--- src/rtl/panel_scanner.sv ---
// ---------------------------------------------------------------------------
// panel_scanner
//
// Refresh engine for a 32x32 HUB75-style LED panel at 1/16 scan. Each scan
// row drives pixel row r on the upper half and pixel row r+16 on the lower
// half. Brightness comes from binary-coded modulation: every row is shifted
// out once per bit plane (0..7) and then lit for a time proportional to the
// plane weight.
//
// Ports:
//   clk             system clock
//   rst             asynchronous, active-low reset
//   rd_addr         frame-memory read address {buffer, row[4:0], col[4:0]}
//   rd_data         pixel {blue, green, red}, valid one clk after rd_addr
//   selected_buffer buffer most recently completed by the frame writer
//   actual_buffer   buffer currently being displayed
//   r0,g0,b0        colour data for the upper half of the panel
//   r1,g1,b1        colour data for the lower half of the panel
//   row_addr        panel row select A..D
//   panel_clk       panel shift clock
//   lat             panel latch strobe
//   oe_n            panel output enable, active-low
//   frame_start     one-clk pulse in the first clk of every frame
// ---------------------------------------------------------------------------
module panel_scanner #(
    parameter int DISP_UNIT = 8
) (
    input  logic        clk,
    input  logic        rst,
    output logic [10:0] rd_addr,
    input  logic [23:0] rd_data,
    input  logic        selected_buffer,
    output logic        actual_buffer,
    output logic        r0,
    output logic        g0,
    output logic        b0,
    output logic        r1,
    output logic        g1,
    output logic        b1,
    output logic [3:0]  row_addr,
    output logic        panel_clk,
    output logic        lat,
    output logic        oe_n,
    output logic        frame_start
);

    localparam logic [1:0] IDLE    = 2'd0;
    localparam logic [1:0] SHIFT   = 2'd1;
    localparam logic [1:0] LATCH   = 2'd2;
    localparam logic [1:0] DISPLAY = 2'd3;

    // Wide enough to hold the longest on-time (128 * DISP_UNIT) itself.
    localparam int CNT_W = $clog2(DISP_UNIT * 128 + 1);

    logic [1:0]       state;
    logic [1:0]       phase;
    logic [4:0]       col;
    logic [3:0]       row;
    logic [2:0]       plane;
    logic [CNT_W-1:0] disp_cnt;
    logic [CNT_W-1:0] disp_len;
    logic [23:0]      upper_px;
    logic [23:0]      lower_px;
    logic [23:0]      lower_live;

    assign disp_len = CNT_W'(DISP_UNIT) << plane;

    // Phase 1 of a column fetches the lower-half pixel (row r+16), every
    // other phase points at the upper-half pixel.
    assign rd_addr = {actual_buffer, (phase == 2'd1), row, col};

    // The lower pixel arrives on rd_data during phase 2; showing it straight
    // away gives the panel a full clk of data setup before panel_clk rises.
    // It is registered at the end of phase 2 so phase 3 holds the same data.
    assign lower_live = (state == SHIFT && phase == 2'd2) ? rd_data : lower_px;

    logic [7:0] up_r, up_g, up_b, lo_r, lo_g, lo_b;
    assign up_r = upper_px[7:0];
    assign up_g = upper_px[15:8];
    assign up_b = upper_px[23:16];
    assign lo_r = lower_live[7:0];
    assign lo_g = lower_live[15:8];
    assign lo_b = lower_live[23:16];

    assign r0 = up_r[plane];
    assign g0 = up_g[plane];
    assign b0 = up_b[plane];
    assign r1 = lo_r[plane];
    assign g1 = lo_g[plane];
    assign b1 = lo_b[plane];

    // Panel strobes decode directly from the state and phase flops. The last
    // DISPLAY clk (disp_cnt == disp_len) is a blanking clk with the LEDs off
    // so the next shift never overlaps a lit row.
    assign panel_clk = (state == SHIFT) && (phase == 2'd3);
    assign lat       = (state == LATCH);
    assign oe_n      = !((state == DISPLAY) && (disp_cnt != disp_len));

    // Scan sequencer: shift one row of one bit plane, latch it, light it,
    // then step plane, row and (at the end of the frame) the display buffer.
    always_ff @(posedge clk or negedge rst) begin
        if (!rst) begin
            state         <= IDLE;
            phase         <= 2'd0;
            col           <= 5'd0;
            row           <= 4'd0;
            plane         <= 3'd0;
            disp_cnt      <= '0;
            upper_px      <= 24'd0;
            lower_px      <= 24'd0;
            actual_buffer <= 1'b0;
            row_addr      <= 4'd0;
            frame_start   <= 1'b0;
        end else begin
            frame_start <= 1'b0;
            case (state)
                IDLE: begin
                    state       <= SHIFT;
                    phase       <= 2'd0;
                    col         <= 5'd0;
                    row         <= 4'd0;
                    plane       <= 3'd0;
                    frame_start <= 1'b1;
                end
                SHIFT: begin
                    phase <= phase + 2'd1;
                    if (phase == 2'd1) begin
                        upper_px <= rd_data;
                    end
                    if (phase == 2'd2) begin
                        lower_px <= rd_data;
                    end
                    if (phase == 2'd3) begin
                        col <= col + 5'd1;
                        if (col == 5'd31) begin
                            state    <= LATCH;
                            row_addr <= row;
                        end
                    end
                end
                LATCH: begin
                    state    <= DISPLAY;
                    disp_cnt <= '0;
                end
                DISPLAY: begin
                    if (disp_cnt == disp_len) begin
                        state    <= SHIFT;
                        disp_cnt <= '0;
                        plane    <= plane + 3'd1;
                        if (plane == 3'd7) begin
                            row <= row + 4'd1;
                            if (row == 4'd15) begin
                                actual_buffer <= selected_buffer;
                                frame_start   <= 1'b1;
                            end
                        end
                    end else begin
                        disp_cnt <= disp_cnt + CNT_W'(1);
                    end
                end
                default: begin
                    state <= IDLE;
                end
            endcase
        end
    end

endmodule

--- config.mk ---
export PLATFORM = sky130hd
export DESIGN_NAME = panel_scanner
export DESIGN_NICKNAME = d
export VERILOG_FILES = /design/src/rtl/panel_scanner.sv
export SDC_FILE = /design/constraint.sdc
export NUM_CORES = 1
export LEC_CHECK = 0
export BUFFER_PORTS_ARGS = -buffer_cell sky130_fd_sc_hd__buf_2
export CAP_MARGIN = 30
export CORE_MARGIN = 8
export CORE_UTILIZATION = 35
export CTS_BUF_LIST = sky130_fd_sc_hd__clkbuf_8
export CTS_CLUSTER_DIAMETER = 40
export CTS_CLUSTER_SIZE = 24
export DETAILED_ROUTE_END_ITERATION = 8
export HOLD_SLACK_MARGIN = 0.12
export PLACE_DENSITY_LB_ADDON = 0.1
export SLEW_MARGIN = 10
export SYNTH_ARGS = -nofsm -noshare
export SYNTH_HDL_FRONTEND = slang
export SYNTH_SLANG_ARGS = --single-unit
--- constraint.sdc ---
create_clock -name clk -period 6.7 [get_ports clk]
set_input_delay 1.34 -clock clk [delete_from_list [all_inputs] [get_ports clk]]
set_output_delay 1.34 -clock clk [all_outputs]
set_load 0.02 [all_outputs]
==> results.sh <==
export IMPL_htreeDepth=3
export IMPL_holdPathEnd="lower_px[8]"
export IMPL_clock_sinks=81
export IMPL_clkPwrFrac=0.399
export IMPL_design_area_mm2=0.004806
export IMPL_gp_congestion=0.7260
export IMPL_path_buf_inv=3
export IMPL_final_cell_mix="81 x dfrtp_1, 59 x mux2_2, 53 x nand2_1"
export IMPL_fin_crit_ns=4.421
export IMPL_post_route_drc_count=0
export IMPL_clock_latency_ns=0.37
export IMPL_tightest_slew_ns=0.7672
export IMPL_critPathMaxFanout=18
export IMPL_critical_path_top_delay_family="compound AO/OA/AOI/OAI gates"
export IMPL_ant_nets=0
export IMPL_area_growth_synth_to_final_pct=15.24
export IMPL_critical_path_most_common_cell="ha_1"
export IMPL_seqPwrFrac=0.545
export IMPL_post_cts_setup_buffer_count=0
export IMPL_fin_nets=451
export IMPL_via_count=2841
export IMPL_portBuffers=52
export IMPL_p_sw_mw=0.2205
export IMPL_rsz0062_at_grt="false"
export IMPL_p_int_mw=0.7125
export IMPL_required_ns=5.36
export IMPL_yosys_warnings=0
export IMPL_fill_cells=1180
export IMPL_final_core_util=0.4069
export IMPL_place_ws_ns=2.273
export IMPL_syn_area_mm2=0.004170
export IMPL_max_freq_mhz=226.2
export IMPL_chipHeight_um=125.2
export IMPL_cts_tree="done"
export IMPL_syn_nets=401
export IMPL_power_density_mw_per_mm2=194.1
export IMPL_clockRootBuffer="clkbuf_8"
export IMPL_first_pass_iters=4
export IMPL_die_w_um=125.2
export IMPL_final_cells=557
export IMPL_drt_total_wl_um=9206
export IMPL_status="finished, final reports clean"
export IMPL_switching_share=0.2363
export IMPL_rr_startpoint="plane[0]"
export IMPL_placed_cell_area_mm2=0.004586
export IMPL_ys_ff_latch=81
export IMPL_post_route_period_util=0.6598
export IMPL_holdWs_ns=0.4968
export IMPL_post_cts_resized=0
export IMPL_cts_made_buffers=9
export IMPL_leakage_nw=2.184
export IMPL_path_class="reg -> out"
export IMPL_hold_violations=0
export IMPL_clk_pin_slew_worst_paths_ns=0.09
export IMPL_hold_path_startpoint="lower_px[8]"
export IMPL_worstSetupStartpointType="register"
export IMPL_worst_slack_ns=2.279
export IMPL_overflow=0
export IMPL_arrival_ns=3.08
export IMPL_r2r_end="state[1]"
export IMPL_final_common_cell="dfrtp_1"
export IMPL_vias_per_cell=5.101
export IMPL_rows=40
export IMPL_routedWlPerCell_um=16.53
export IMPL_seq_area_mm2=0.002027
export IMPL_total_power_mw=0.9330
export IMPL_post_synth_num_cell_types=44
export IMPL_hpwl_um=6568
export IMPL_coreArea_mm2=0.01181
export IMPL_ir_worst_vdd_mv=0.07674
export IMPL_grt_max_degree=49
export IMPL_rr_worst_depth=8
export IMPL_grt_antenna_before_repair=0
export IMPL_drt_iter0_markers=109
export IMPL_fin_skew_ns=0.008354
export IMPL_cap_violations=0
export IMPL_maxSlewViolCount=0
export IMPL_report_final_setup_viol=0
export IMPL_syn_inst=355
export IMPL_fin_tns_setup_ns=0
export IMPL_hp_class="reg -> reg"
export IMPL_hold_depth=1
export IMPL_cts_hold_buf=0
export IMPL_reg2reg_slack_ns=3.56
export IMPL_die_area_mm2=0.01566
export IMPL_comb_power_share=0.056
export IMPL_crit_path_max_incr_delay_ns=0.54
export IMPL_grt_total_usage=0.1250
export IMPL_slew_headroom=0.4866
export IMPL_placedCellCount=540
export IMPL_grt_pass1_vias=3003
export IMPL_clock_path_buffers=2
export IMPL_ioPinCount=53
export IMPL_crit_slowest_cell="dfrtp_1"
export IMPL_critPathCaptureType="primary output"
export IMPL_crit_chain="buf_8 > ha_1 > ha_1 > xor2_1 > a2111oi_2 > a41oi_2 > inv_1 > buf_2"
export IMPL_drive_above_1_share=0.3488
export IMPL_post_synth_cell_area_avg_um2=11.75
export IMPL_start_util=0.3531
export IMPL_multi_input_area_mm2=0.002004
export IMPL_yosysSeqAreaShare=0.4860
export IMPL_antenna_cells=0
export IMPL_grt_pass1_wl_um=15610
worst register-to-register path, stage by stage, from the launching register on:
cell and delay (ns):
dfrtp_1 0.54, buf_8 0.24, ha_1 0.22, ha_1 0.28
xor2_1 0.20, a2111oi_2 0.35, a41oi_2 0.46, a21oi_1 0.37
mux2_2 0.37
power by group through the flow:
stage               registers [mW]  logic (mW)  clock network, mW
floorplan                    0.517      0.0256                  0
global placement             0.518      0.0519                  0
detailed placement           0.519      0.0542                  0
CTS                          0.509      0.0545              0.389
global route                 0.511      0.0590              0.407
finish                       0.509      0.0524              0.372
how the worst max path moves through the flow:
stage / to / slack [ns] / cells after the start / from
floorplan: g1 / 2.99 / 3 / rd_data[9]
global placement: oe_n / 2.38 / 7 / plane[0]
detailed placement: oe_n / 2.27 / 7 / plane[0]
CTS: oe_n / 1.86 / 7 / plane[0]
global route: oe_n / 1.95 / 7 / plane[2]
finish: oe_n / 2.28 / 8 / plane[0]
area by class of cell:
cell class              count  share of cell area
inverters                  14             0.01093
clock buffers              10             0.02864
multi-input cells         244              0.4171
clock inverters             6             0.01406
flip-flops and latches     81              0.4218
repair buffers             55             0.06925
well taps                 147             0.03827
synthesized netlist by cell type (all sizes together):
| cell | n | area [um2] |
|---|---|---|
| a22o | 3 | 26.28 |
| or2 | 1 | 6.260 |
| a31oi | 1 | 6.260 |
| a221o | 1 | 10.01 |
| a32o | 1 | 10.01 |
| nand4 | 6 | 37.54 |
| xor2 | 6 | 52.55 |
| a21oi | 6 | 30.03 |
| o2bb2ai | 1 | 8.760 |
| ha | 19 | 237.7 |
| a21o | 2 | 15.01 |
| a2111oi | 1 | 15.01 |
| o22ai | 2 | 12.51 |
| buf | 8 | 56.29 |
| o21ai | 10 | 50.05 |
| and4 | 1 | 8.760 |
| and3 | 5 | 31.28 |
| nor3 | 2 | 10.01 |
| nand4b | 3 | 26.28 |
| nand3 | 12 | 60.06 |
| and2 | 3 | 18.77 |
| nand2 | 54 | 205.2 |
| nor2 | 12 | 45.04 |
| a41oi | 1 | 16.27 |
| nand3b | 3 | 22.52 |
| or4bb | 2 | 22.52 |
| mux4 | 9 | 202.7 |
| a21boi | 1 | 7.510 |
| nand2b | 1 | 6.260 |
| mux2i | 5 | 50.05 |
| xnor2 | 1 | 8.760 |
| inv | 14 | 52.55 |
| mux2 | 60 | 675.7 |
| clkbuf | 8 | 30.03 |
| o211ai | 4 | 30.03 |
| or3 | 2 | 12.51 |
| a311oi | 1 | 8.760 |
| dfrtp | 81 | 2027 |
| a31o | 2 | 17.52 |
cell families after synthesis:
| group | after synthesis | synth area share |
|---|---|---|
| AO/OA/AOI/OAI | 37 | 0.06331 |
| XOR/XNOR | 7 | 0.01470 |
| adder cells (fa/ha/maj) | 19 | 0.05701 |
| buffers and inverters | 30 | 0.03330 |
| flip-flops | 81 | 0.4860 |
| multiplexers | 74 | 0.2226 |
| AND/OR/NAND/NOR | 107 | 0.1230 |
state kept, by name, summed over array words and instances, names as in the netlist, 3 cells and up:
| signal | count |
|---|---|
| lower_px | 24 |
| upper_px | 24 |
| disp_cnt | 11 |
| col | 5 |
| row | 4 |
| row_addr | 4 |
| plane | 3 |
routing by layer:
metal | part of all wire | track usage
met5 | 0 | 0
met1 | 0.49 | 0.1649
met4 | 0.015 | 0.06017
met2 | 0.46 | 0.1876
met3 | 0.037 | 0.03145
No activity file was read; power rests on OpenSTA's default activity.
